<file path="config.mk">
export PLATFORM = sky130hd
export DESIGN_NAME = bin_bank_scheduler_flat
export DESIGN_NICKNAME = d
export VERILOG_FILES = /design/src/rtl/graphics_pkg.sv /design/src/rtl/bin_bank_scheduler_if.sv /design/src/rtl/bin_bank.sv /design/src/rtl/bin_bank_scheduler.sv /design/src/flat_wrapper.sv
export SDC_FILE = /design/constraint.sdc
export NUM_CORES = 2
export LEC_CHECK = 0
export CAP_MARGIN = 15
export CORE_AREA = 2 2 426 428
export DETAILED_ROUTE_END_ITERATION = 10
export DIE_AREA = 0 0 428 430
export PLACE_DENSITY = 0.7
export SYNTH_ARGS = -nofsm -noshare
export SYNTH_HDL_FRONTEND = slang
export SYNTH_SLANG_ARGS = --single-unit
export TNS_END_PERCENT = 1
</file>
<file path="constraint.sdc">
create_clock -name clk -period 7.2 [get_ports clk]
set_input_delay 2.16 -clock clk [delete_from_list [all_inputs] [get_ports clk]]
set_output_delay 2.16 -clock clk [all_outputs]
set_load 0.03 [all_outputs]
</file>
<file path="src/rtl/graphics_pkg.sv">
`default_nettype none
// ============================================================================
//  Module   : graphics_pkg
//  Purpose  : Shared defaults and FSM state type for the spectrum-display
//             bin bank scheduler.
//  Contents : c_DEFAULT_SAMPLES, c_DEFAULT_WIDTH, state_t {FILL, FULL, SWAP}
//  Revision : 1.0 - initial release
// ============================================================================
package graphics_pkg;

    localparam int c_DEFAULT_SAMPLES = 32;
    localparam int c_DEFAULT_WIDTH   = 32;

    // FILL : writer may deliver beats into the write bank
    // FULL : write bank holds a complete frame, waiting for vblank
    // SWAP : single cycle in which the banks exchange roles
    typedef enum logic [1:0] {
        FILL = 2'd0,
        FULL = 2'd1,
        SWAP = 2'd2
    } state_t;

endpackage : graphics_pkg
`default_nettype wire

</file>
<file path="src/rtl/bin_bank_scheduler_if.sv">
`default_nettype none
// ============================================================================
//  Module   : bin_bank_scheduler_if
//  Purpose  : Writer handshake, vblank strobe and display-side outputs of the
//             bin bank scheduler, bundled as one interface.
//  Modports : master - writer / frame source (drives wr_*, vblank_pulse)
//             slave  - scheduler (drives wr_ready and all display outputs)
//  Revision : 1.0 - initial release
// ============================================================================
interface bin_bank_scheduler_if
    import graphics_pkg::*;
#(
    parameter int SAMPLES = c_DEFAULT_SAMPLES,
    parameter int WIDTH   = c_DEFAULT_WIDTH
);
    logic                            wr_valid;
    logic [WIDTH-1:0]                wr_data;
    logic                            wr_last;
    logic                            wr_ready;
    logic                            vblank_pulse;
    logic [SAMPLES-1:0][WIDTH-1:0]   frequency_bins;
    logic                            whichRAM;
    logic                            swap_done;
    logic                            frame_error;
    logic [15:0]                     swap_count;

    modport master (
        output wr_valid, wr_data, wr_last, vblank_pulse,
        input  wr_ready, frequency_bins, whichRAM, swap_done, frame_error, swap_count
    );

    modport slave (
        input  wr_valid, wr_data, wr_last, vblank_pulse,
        output wr_ready, frequency_bins, whichRAM, swap_done, frame_error, swap_count
    );
endinterface : bin_bank_scheduler_if
`default_nettype wire

</file>
<file path="src/rtl/bin_bank.sv">
`default_nettype none
// ============================================================================
//  Module   : bin_bank
//  Purpose  : One frame of bins: SAMPLES x WIDTH register array with a single
//             write port, full parallel read and synchronous clear.
//  Ports    : clk, rst          - clock / synchronous active-high clear
//             i_wr_en, i_wr_idx, i_wr_data - write port
//             o_rd_data         - every entry, in parallel
//  Revision : 1.0 - initial release
// ============================================================================
module bin_bank #(
    parameter int SAMPLES = 32,
    parameter int WIDTH   = 32,
    parameter int IDX_W   = 5
) (
    input  wire logic                          clk,
    input  wire logic                          rst,
    input  wire logic                          i_wr_en,
    input  wire logic [IDX_W-1:0]              i_wr_idx,
    input  wire logic [WIDTH-1:0]              i_wr_data,
    output      logic [SAMPLES-1:0][WIDTH-1:0] o_rd_data
);

    logic [SAMPLES-1:0][WIDTH-1:0] r_mem;

    always_ff @(posedge clk) begin
        if (rst) begin
            r_mem <= '0;
        end else if (i_wr_en) begin
            r_mem[i_wr_idx] <= i_wr_data;
        end
    end

    assign o_rd_data = r_mem;

endmodule : bin_bank
`default_nettype wire

</file>
<file path="src/rtl/bin_bank_scheduler.sv">
`default_nettype none
// ============================================================================
//  Module   : bin_bank_scheduler
//  Purpose  : Double-buffered frequency-bin store. A writer fills the hidden
//             bank; once a full frame is held, the banks swap on the next
//             vblank strobe so the display never sees a partial frame.
//  Ports    : clk   - single rising-edge clock
//             reset - synchronous active-high reset
//             bus   - bin_bank_scheduler_if.slave (writer handshake, vblank,
//                     frequency_bins, whichRAM, swap_done, frame_error,
//                     swap_count)
//  Revision : 1.0 - initial release
// ============================================================================
module bin_bank_scheduler
    import graphics_pkg::*;
#(
    parameter int SAMPLES = c_DEFAULT_SAMPLES,
    parameter int WIDTH   = c_DEFAULT_WIDTH
) (
    input  wire logic           clk,
    input  wire logic           reset,
    bin_bank_scheduler_if.slave bus
);

    localparam int                 c_IDX_W    = (SAMPLES > 1) ? $clog2(SAMPLES) : 1;
    localparam logic [c_IDX_W-1:0] c_LAST_IDX = c_IDX_W'(SAMPLES - 1);

    state_t                        r_state;
    state_t                        w_next_state;
    logic [c_IDX_W-1:0]            r_wr_idx;
    logic                          r_which;
    logic                          r_swap_done;
    logic                          r_frame_error;
    logic [15:0]                   r_swap_count;

    logic                          w_accept;
    logic                          w_at_end;
    logic [SAMPLES-1:0][WIDTH-1:0] w_bank_rd [2];

    assign w_accept = bus.wr_valid && (r_state == FILL);
    assign w_at_end = (r_wr_idx == c_LAST_IDX);

    always_comb begin
        w_next_state = r_state;
        case (r_state)
            FILL:    if (w_accept && w_at_end) w_next_state = FULL;
            // vblank only matters once a whole frame is held; a vblank that
            // coincides with the completing beat is seen while still in FILL.
            FULL:    if (bus.vblank_pulse)     w_next_state = SWAP;
            SWAP:                              w_next_state = FILL;
            default:                           w_next_state = FILL;
        endcase
    end

    always_ff @(posedge clk) begin
        if (reset) begin
            r_state       <= FILL;
            r_wr_idx      <= '0;
            r_which       <= 1'b0;
            r_swap_done   <= 1'b0;
            r_frame_error <= 1'b0;
            r_swap_count  <= '0;
        end else begin
            r_state     <= w_next_state;
            // Registered on entry to SWAP so the pulse spans the SWAP cycle.
            r_swap_done <= (r_state == FULL) && bus.vblank_pulse;
            // Malformed when the last marker and the final slot disagree:
            // early wr_last (frame dropped) or missing wr_last (frame kept).
            r_frame_error <= w_accept && (w_at_end != bus.wr_last);

            if (w_accept) begin
                r_wr_idx <= (w_at_end || bus.wr_last) ? '0 : r_wr_idx + 1'b1;
            end

            if (r_state == SWAP) begin
                r_which <= ~r_which;
                if (r_swap_count != 16'hFFFF) begin
                    r_swap_count <= r_swap_count + 16'd1;
                end
            end
        end
    end

    // Only the bank not on display is ever written.
    for (genvar b = 0; b < 2; b++) begin : g_bank
        bin_bank #(
            .SAMPLES (SAMPLES),
            .WIDTH   (WIDTH),
            .IDX_W   (c_IDX_W)
        ) u_bank (
            .clk       (clk),
            .rst       (reset),
            .i_wr_en   (w_accept && (r_which != 1'(b))),
            .i_wr_idx  (r_wr_idx),
            .i_wr_data (bus.wr_data),
            .o_rd_data (w_bank_rd[b])
        );
    end

    assign bus.wr_ready       = (r_state == FILL);
    assign bus.frequency_bins = r_which ? w_bank_rd[1] : w_bank_rd[0];
    assign bus.whichRAM       = r_which;
    assign bus.swap_done      = r_swap_done;
    assign bus.frame_error    = r_frame_error;
    assign bus.swap_count     = r_swap_count;

endmodule : bin_bank_scheduler
`default_nettype wire

</file>
<file path="src/flat_wrapper.sv">
// flat-port wrapper written by rule: the top's interface ports become plain ports
module bin_bank_scheduler_flat import graphics_pkg::*;
#(
    parameter int SAMPLES = c_DEFAULT_SAMPLES,
    parameter int WIDTH   = c_DEFAULT_WIDTH
)
  (clk, reset, bus_wr_valid, bus_wr_data, bus_wr_last, bus_vblank_pulse, bus_wr_ready, bus_frequency_bins, bus_whichRAM, bus_swap_done, bus_frame_error, bus_swap_count);
  bin_bank_scheduler_if #(.SAMPLES(SAMPLES), .WIDTH(WIDTH)) bus_i ();
  input  wire logic clk;
  input  wire logic reset;
  input wire logic [$bits(bus_i.wr_valid)-1:0] bus_wr_valid;
  input wire logic [$bits(bus_i.wr_data)-1:0] bus_wr_data;
  input wire logic [$bits(bus_i.wr_last)-1:0] bus_wr_last;
  input wire logic [$bits(bus_i.vblank_pulse)-1:0] bus_vblank_pulse;
  output wire logic [$bits(bus_i.wr_ready)-1:0] bus_wr_ready;
  output wire logic [$bits(bus_i.frequency_bins)-1:0] bus_frequency_bins;
  output wire logic [$bits(bus_i.whichRAM)-1:0] bus_whichRAM;
  output wire logic [$bits(bus_i.swap_done)-1:0] bus_swap_done;
  output wire logic [$bits(bus_i.frame_error)-1:0] bus_frame_error;
  output wire logic [$bits(bus_i.swap_count)-1:0] bus_swap_count;
  assign bus_i.wr_valid = bus_wr_valid;
  assign bus_i.wr_data = bus_wr_data;
  assign bus_i.wr_last = bus_wr_last;
  assign bus_i.vblank_pulse = bus_vblank_pulse;
  assign bus_wr_ready = bus_i.wr_ready;
  assign bus_frequency_bins = bus_i.frequency_bins;
  assign bus_whichRAM = bus_i.whichRAM;
  assign bus_swap_done = bus_i.swap_done;
  assign bus_frame_error = bus_i.frame_error;
  assign bus_swap_count = bus_i.swap_count;
  bin_bank_scheduler #(.SAMPLES(SAMPLES), .WIDTH(WIDTH)) u_core (.clk(clk), .reset(reset), .bus(bus_i));
endmodule
</file>
==> summary by stage <==
Drt
Dividing the detail-routed wire length by the instance count gives approximately 25 um. Detailed routing inserted a total of around 78,000 vias. The via density per instance is around 5.7. The total detailed-routing wirelength is 334,200 um. The number of detailed-routing iterations run before antenna repair is 7. In this run the remaining antenna-violating nets after routing total 0. After the first detailed-routing iteration, the DRC count stood at roughly 8,700.

After detailed routing, the number of remaining DRC violations is 0.

Finish
Fill cells in the final layout number 15,500. The post-synthesis to final-layout area growth is 22.45%. For this run, the share of the core covered by cells in the final layout is 57.71%.

The final instance area is 103,800 sq um. At the end of the flow, the number of nets in the layout was 11,060. The share of final-layout standard cells stronger than drive strength 1 is around 15%. The post-layout instance count excluding filler cells is between 10,000 and 15,000.

Setup path
The critical path's largest stage delay is 0.97 ns. The signal on the critical path passes through buf_12 > mux2_2 > clkdlybuf4s50_1. For the worst setup path, the data required time is 5.04 ns.

The kind of cell with the highest combined delay along the critical path is buffers and inverters. The number of gates on the worst path with buffers counted is 3. The type of the worst setup path is flip-flop to primary output. The startpoint type of the worst setup path is a flip-flop. Among all stages on the critical path, the largest delay is contributed by sky130_fd_sc_hd__dfxtp_4.

Together, buffers and inverters on the worst path number 2. For the worst flop-to-flop path, the logic depth is 7. The element type at the critical path end is a primary output. Along the worst path, the maximum fanout reaches 137. The data arrival time of the critical path is between 3 and 4 ns.

Yosys
When the netlist entered floorplanning its net count stood at 10,560. The complex-gate fraction of the synthesized area is ~12%. The cell area after synthesis is ~85,000 sq um.

After synthesis, the largest family of logic cells by area is simple AND/OR/NAND/NOR gates. The share of the synthesized netlist area taken by xor and xnor gates is 0.01034%. The synthesized netlist devotes less than 1% of its cell area to adder and majority cells. The most used flip-flop cell after synthesis is sky130_fd_sc_hd__dfxtp_1. The sequential share of the synthesized area is 49.01%. Counting every instance in the synthesized netlist gives around 11,000. The total of warnings raised by yosys is 0. The number of distinct library cells after synthesis is 45.

Synthesis inferred 2,074 register bits. Of all flip-flops after synthesis, the portion carrying an async set or reset was 0%. Yosys mapped a number of flops with a built-in enable equal to 0. The post-synthesis average cell area is around 8.1 sq um. Of the post-synthesis cell area, the part taken by muxes is a little over an eighth. The synthesized netlist devotes about a fifth of its cell area to simple gates.

Floorplan
The vertical die dimension is between 400 and 500 um. From left edge to right edge, the die measures roughly 430 um. The number of rows created at floorplan is 156. The placeable core area is about 180,000 sq um.

roughly 1,100 I/O pins were placed. The die covers approximately 180,000 sq um. Once the floorplan was initialized, standard cells occupied a little under half of the core.

STA
Setup repair after global routing left no endpoint under its margin. The final clock skew is between 0.03 and 0.04 ns. The max-slew violation count is 0.

The post-route fraction of the period consumed by the critical path is between 80% and 90%. The relative slew slack is between 10% and 20%. The actual transition at the worst max-transition pin is around 1.2 ns. The hold violation total from the final report is 0. Subtracting the final worst setup slack from the clock period gives between 6 and 7 ns. Setup violations remaining at the end of the flow were counted as 0. The setup TNS is 0 ns. The maximum clock frequency is roughly 160 MHz. After layout, the worst setup slack is around 1.1 ns.

Placement
The post-placement cell area is slightly below 100,000 sq um. Once detailed placement completed, the half-perimeter wirelength came to ~210,000 um. The count of buffers added on input and output ports is 1,080.

Routability-driven placement finished with a final weighted congestion of around 0.85. The post-placement setup slack is between 1.5 and 2 ns. The number of placed instances, taps included, is around 13,000.

Clock tree
Clock-pin slew was measured on the worst setup and hold paths at ~0.06 ns. The CTS H-tree depth is 4. The maximum buffer depth of the clock tree is 3. TritonCTS built the clock tree. TritonCTS created between 200 and 250 clock buffers.

The later-pin clock latency in the skew report is around 0.9 ns. The CTS sink count is between 2,000 and 2,500. Post-CTS repair changed the size of 0 cells. The number of buffers inserted to repair setup after CTS is 0. The master cell of the clock root buffer is sky130_fd_sc_hd__clkbuf_16. The number of buffers inserted for hold repair after clock tree synthesis is 0.

Global route
The first global-routing pass estimated between 400,000 and 500,000 um of wire. For met3 alone, demand over resource in global routing was roughly 6.1%. The number of antenna violations at the first check in global routing came to 8. The total overflow reported by the global router is 0. The overall track demand over capacity in global routing is roughly 34%. The global routing stage identified its most utilized layer as met2.

The number of global-route vias before repair is 73,100. The largest net degree at the start of global routing is 251. The global routing met2 resource utilization is ~53%.

The fraction of met1 tracks used by global routing is 42.22%.

Pwr
In this run the power density over the cells is ~230 nW/um^2. The worst-case IR drop observed on VDD is about 0.21 mV. The static leakage is 35.10 nW.

Min path
The kind of path behind the tightest hold check is flip-flop to flip-flop. The worst hold path was traced through 2 stages.

Job
The tool flagged a number of max-cap violations equal to 0.

Run status
The flow ran to the end, and the final reports show no timing, DRC or antenna violations.
[power by group]
group | internal [mW] | switching, mW
logic | 0.0737 | 0.623
clock network | 6.41 | 4.82
registers | 11.5 | 0.00913
[through the flow]
step           hold WS [ns]  total power, mW
2_1_floorplan        0.4329            12.11
3_3_place_gp         0.4369            12.42
3_5_place_dp         0.4430            12.43
4_1_cts              0.4511            23.47
5_1_grt              0.4638            24.00
6_report             0.4503            23.43
[placed cells by master (no fill, tap or decap), drive strengths merged, types with 2 or more instances in the layout]
master         Yosys  routed
o21ai              8       8
nor3              72      72
clkdlybuf4s50      0    1047
inv                9      14
diode              0       3
a21oi           2062    2062
nand2b             3       3
or4                3       3
nor3b              4       4
and4b              2       2
nand2           4106    4106
or2                2       2
nand3             72      72
bufinv             0      11
clkinv             0      45
nor4               5       5
ha                 7       7
buf              302     241
or3                4       4
o31ai              3       3
mux2            1028    1028
and3b              8       8
nor2b              5       5
and3               3       3
nand4              6       6
clkbuf           697     328
nor2              11      11
nand3b             8       8
clkinvlp           0       4
dfxtp           2074    2074
or3b               5       5
[final cells by class]
cell class | count | area [sq um] | share of cell area [%]
multi-input combinational | 7436 | 39550 | 38.12
antenna | 3 | 7.507 | 0.007236
clock inverter | 65 | 884.6 | 0.8526
sequential | 2074 | 41520 | 40.02
tap | 2370 | 2965 | 2.858
inverter | 9 | 33.78 | 0.03256
timing repair buffer | 1288 | 12510 | 12.06
clock buffer | 328 | 6271 | 6.044
[state kept, by name (all words and copies together), names as in the netlist]
register,count
u_core.bus.frame_error,1
u_core.bus.swap_count,16
u_core.bus.swap_done,1
u_core.bus.whichRAM,1
u_core.g_bank.u_bank.o_rd_data,2048
u_core.r_state,2
u_core.r_wr_idx,5
[worst register-to-register path: cells and delay by family, from the launching register on]
family / cells / cell delay, ns
compound gates: 1 / 0.17
buf+inv: 3 / 1.10
flops: 1 / 0.97
simple gates: 3 / 1.31
[worst paths after layout]
kind | start | endpoint | slack (ns)
worst max-delay path | u_core.bus.whichRAM | bus_frequency_bins[763] | 1.07
worst min-delay path | u_core.g_bank[0].u_bank.o_rd_data[25] | u_core.g_bank[0].u_bank.o_rd_data[25] | 0.45
worst max register to register | u_core.bus.whichRAM | u_core.g_bank[0].u_bank.o_rd_data[585] | 3.59
worst min register to register | u_core.g_bank[0].u_bank.o_rd_data[25] | u_core.g_bank[0].u_bank.o_rd_data[25] | 0.45
[layer usage]
metal / up-vias / share of wire (%)
li1: 35330 / -
met1: 37580 / 38
met2: 4062 / 45
met3: 980 / 8.5
met4: 4 / 9.1
met5: - / 0.0054
[cells by family (layout without fill, tap and decap cells)]
group | after synthesis | after routing
flip-flops | 2074 | 2074
AND/OR/NAND/NOR | 4321 | 4321
multiplexers | 1029 | 1029
other | 0 | 3
buffers and inverters | 1008 | 1690
adder cells (fa/ha/maj) | 7 | 7
AO/OA/AOI/OAI | 2078 | 2078
XOR/XNOR | 1 | 1
[synthesized netlist by cell type, types with 4 or more instances]
master                        n  share of area (%)
sky130_fd_sc_hd__nand3b_4     4              0.095
sky130_fd_sc_hd__a21oi_1   2062                 12
sky130_fd_sc_hd__nor4_1       5              0.037
sky130_fd_sc_hd__or3_1        4              0.030
sky130_fd_sc_hd__and3b_1      8              0.083
sky130_fd_sc_hd__nand4_1      6              0.044
sky130_fd_sc_hd__nor2_1      11              0.049
sky130_fd_sc_hd__mux2_2    1027                 14
sky130_fd_sc_hd__inv_1        9              0.040
sky130_fd_sc_hd__clkbuf_1   696                3.1
sky130_fd_sc_hd__buf_1       66               0.29
sky130_fd_sc_hd__o21ai_0      8              0.047
sky130_fd_sc_hd__nand3_1     71               0.42
sky130_fd_sc_hd__nor2b_1      5              0.037
sky130_fd_sc_hd__nor3_1      11              0.065
sky130_fd_sc_hd__dfxtp_1   2074                 49
sky130_fd_sc_hd__nor3_4       4              0.077
sky130_fd_sc_hd__nand2_1   4106                 18
sky130_fd_sc_hd__ha_1         7               0.10
sky130_fd_sc_hd__nor3_2      57               0.67
sky130_fd_sc_hd__buf_2      236                1.4
Power figures use the tool's default switching activity.
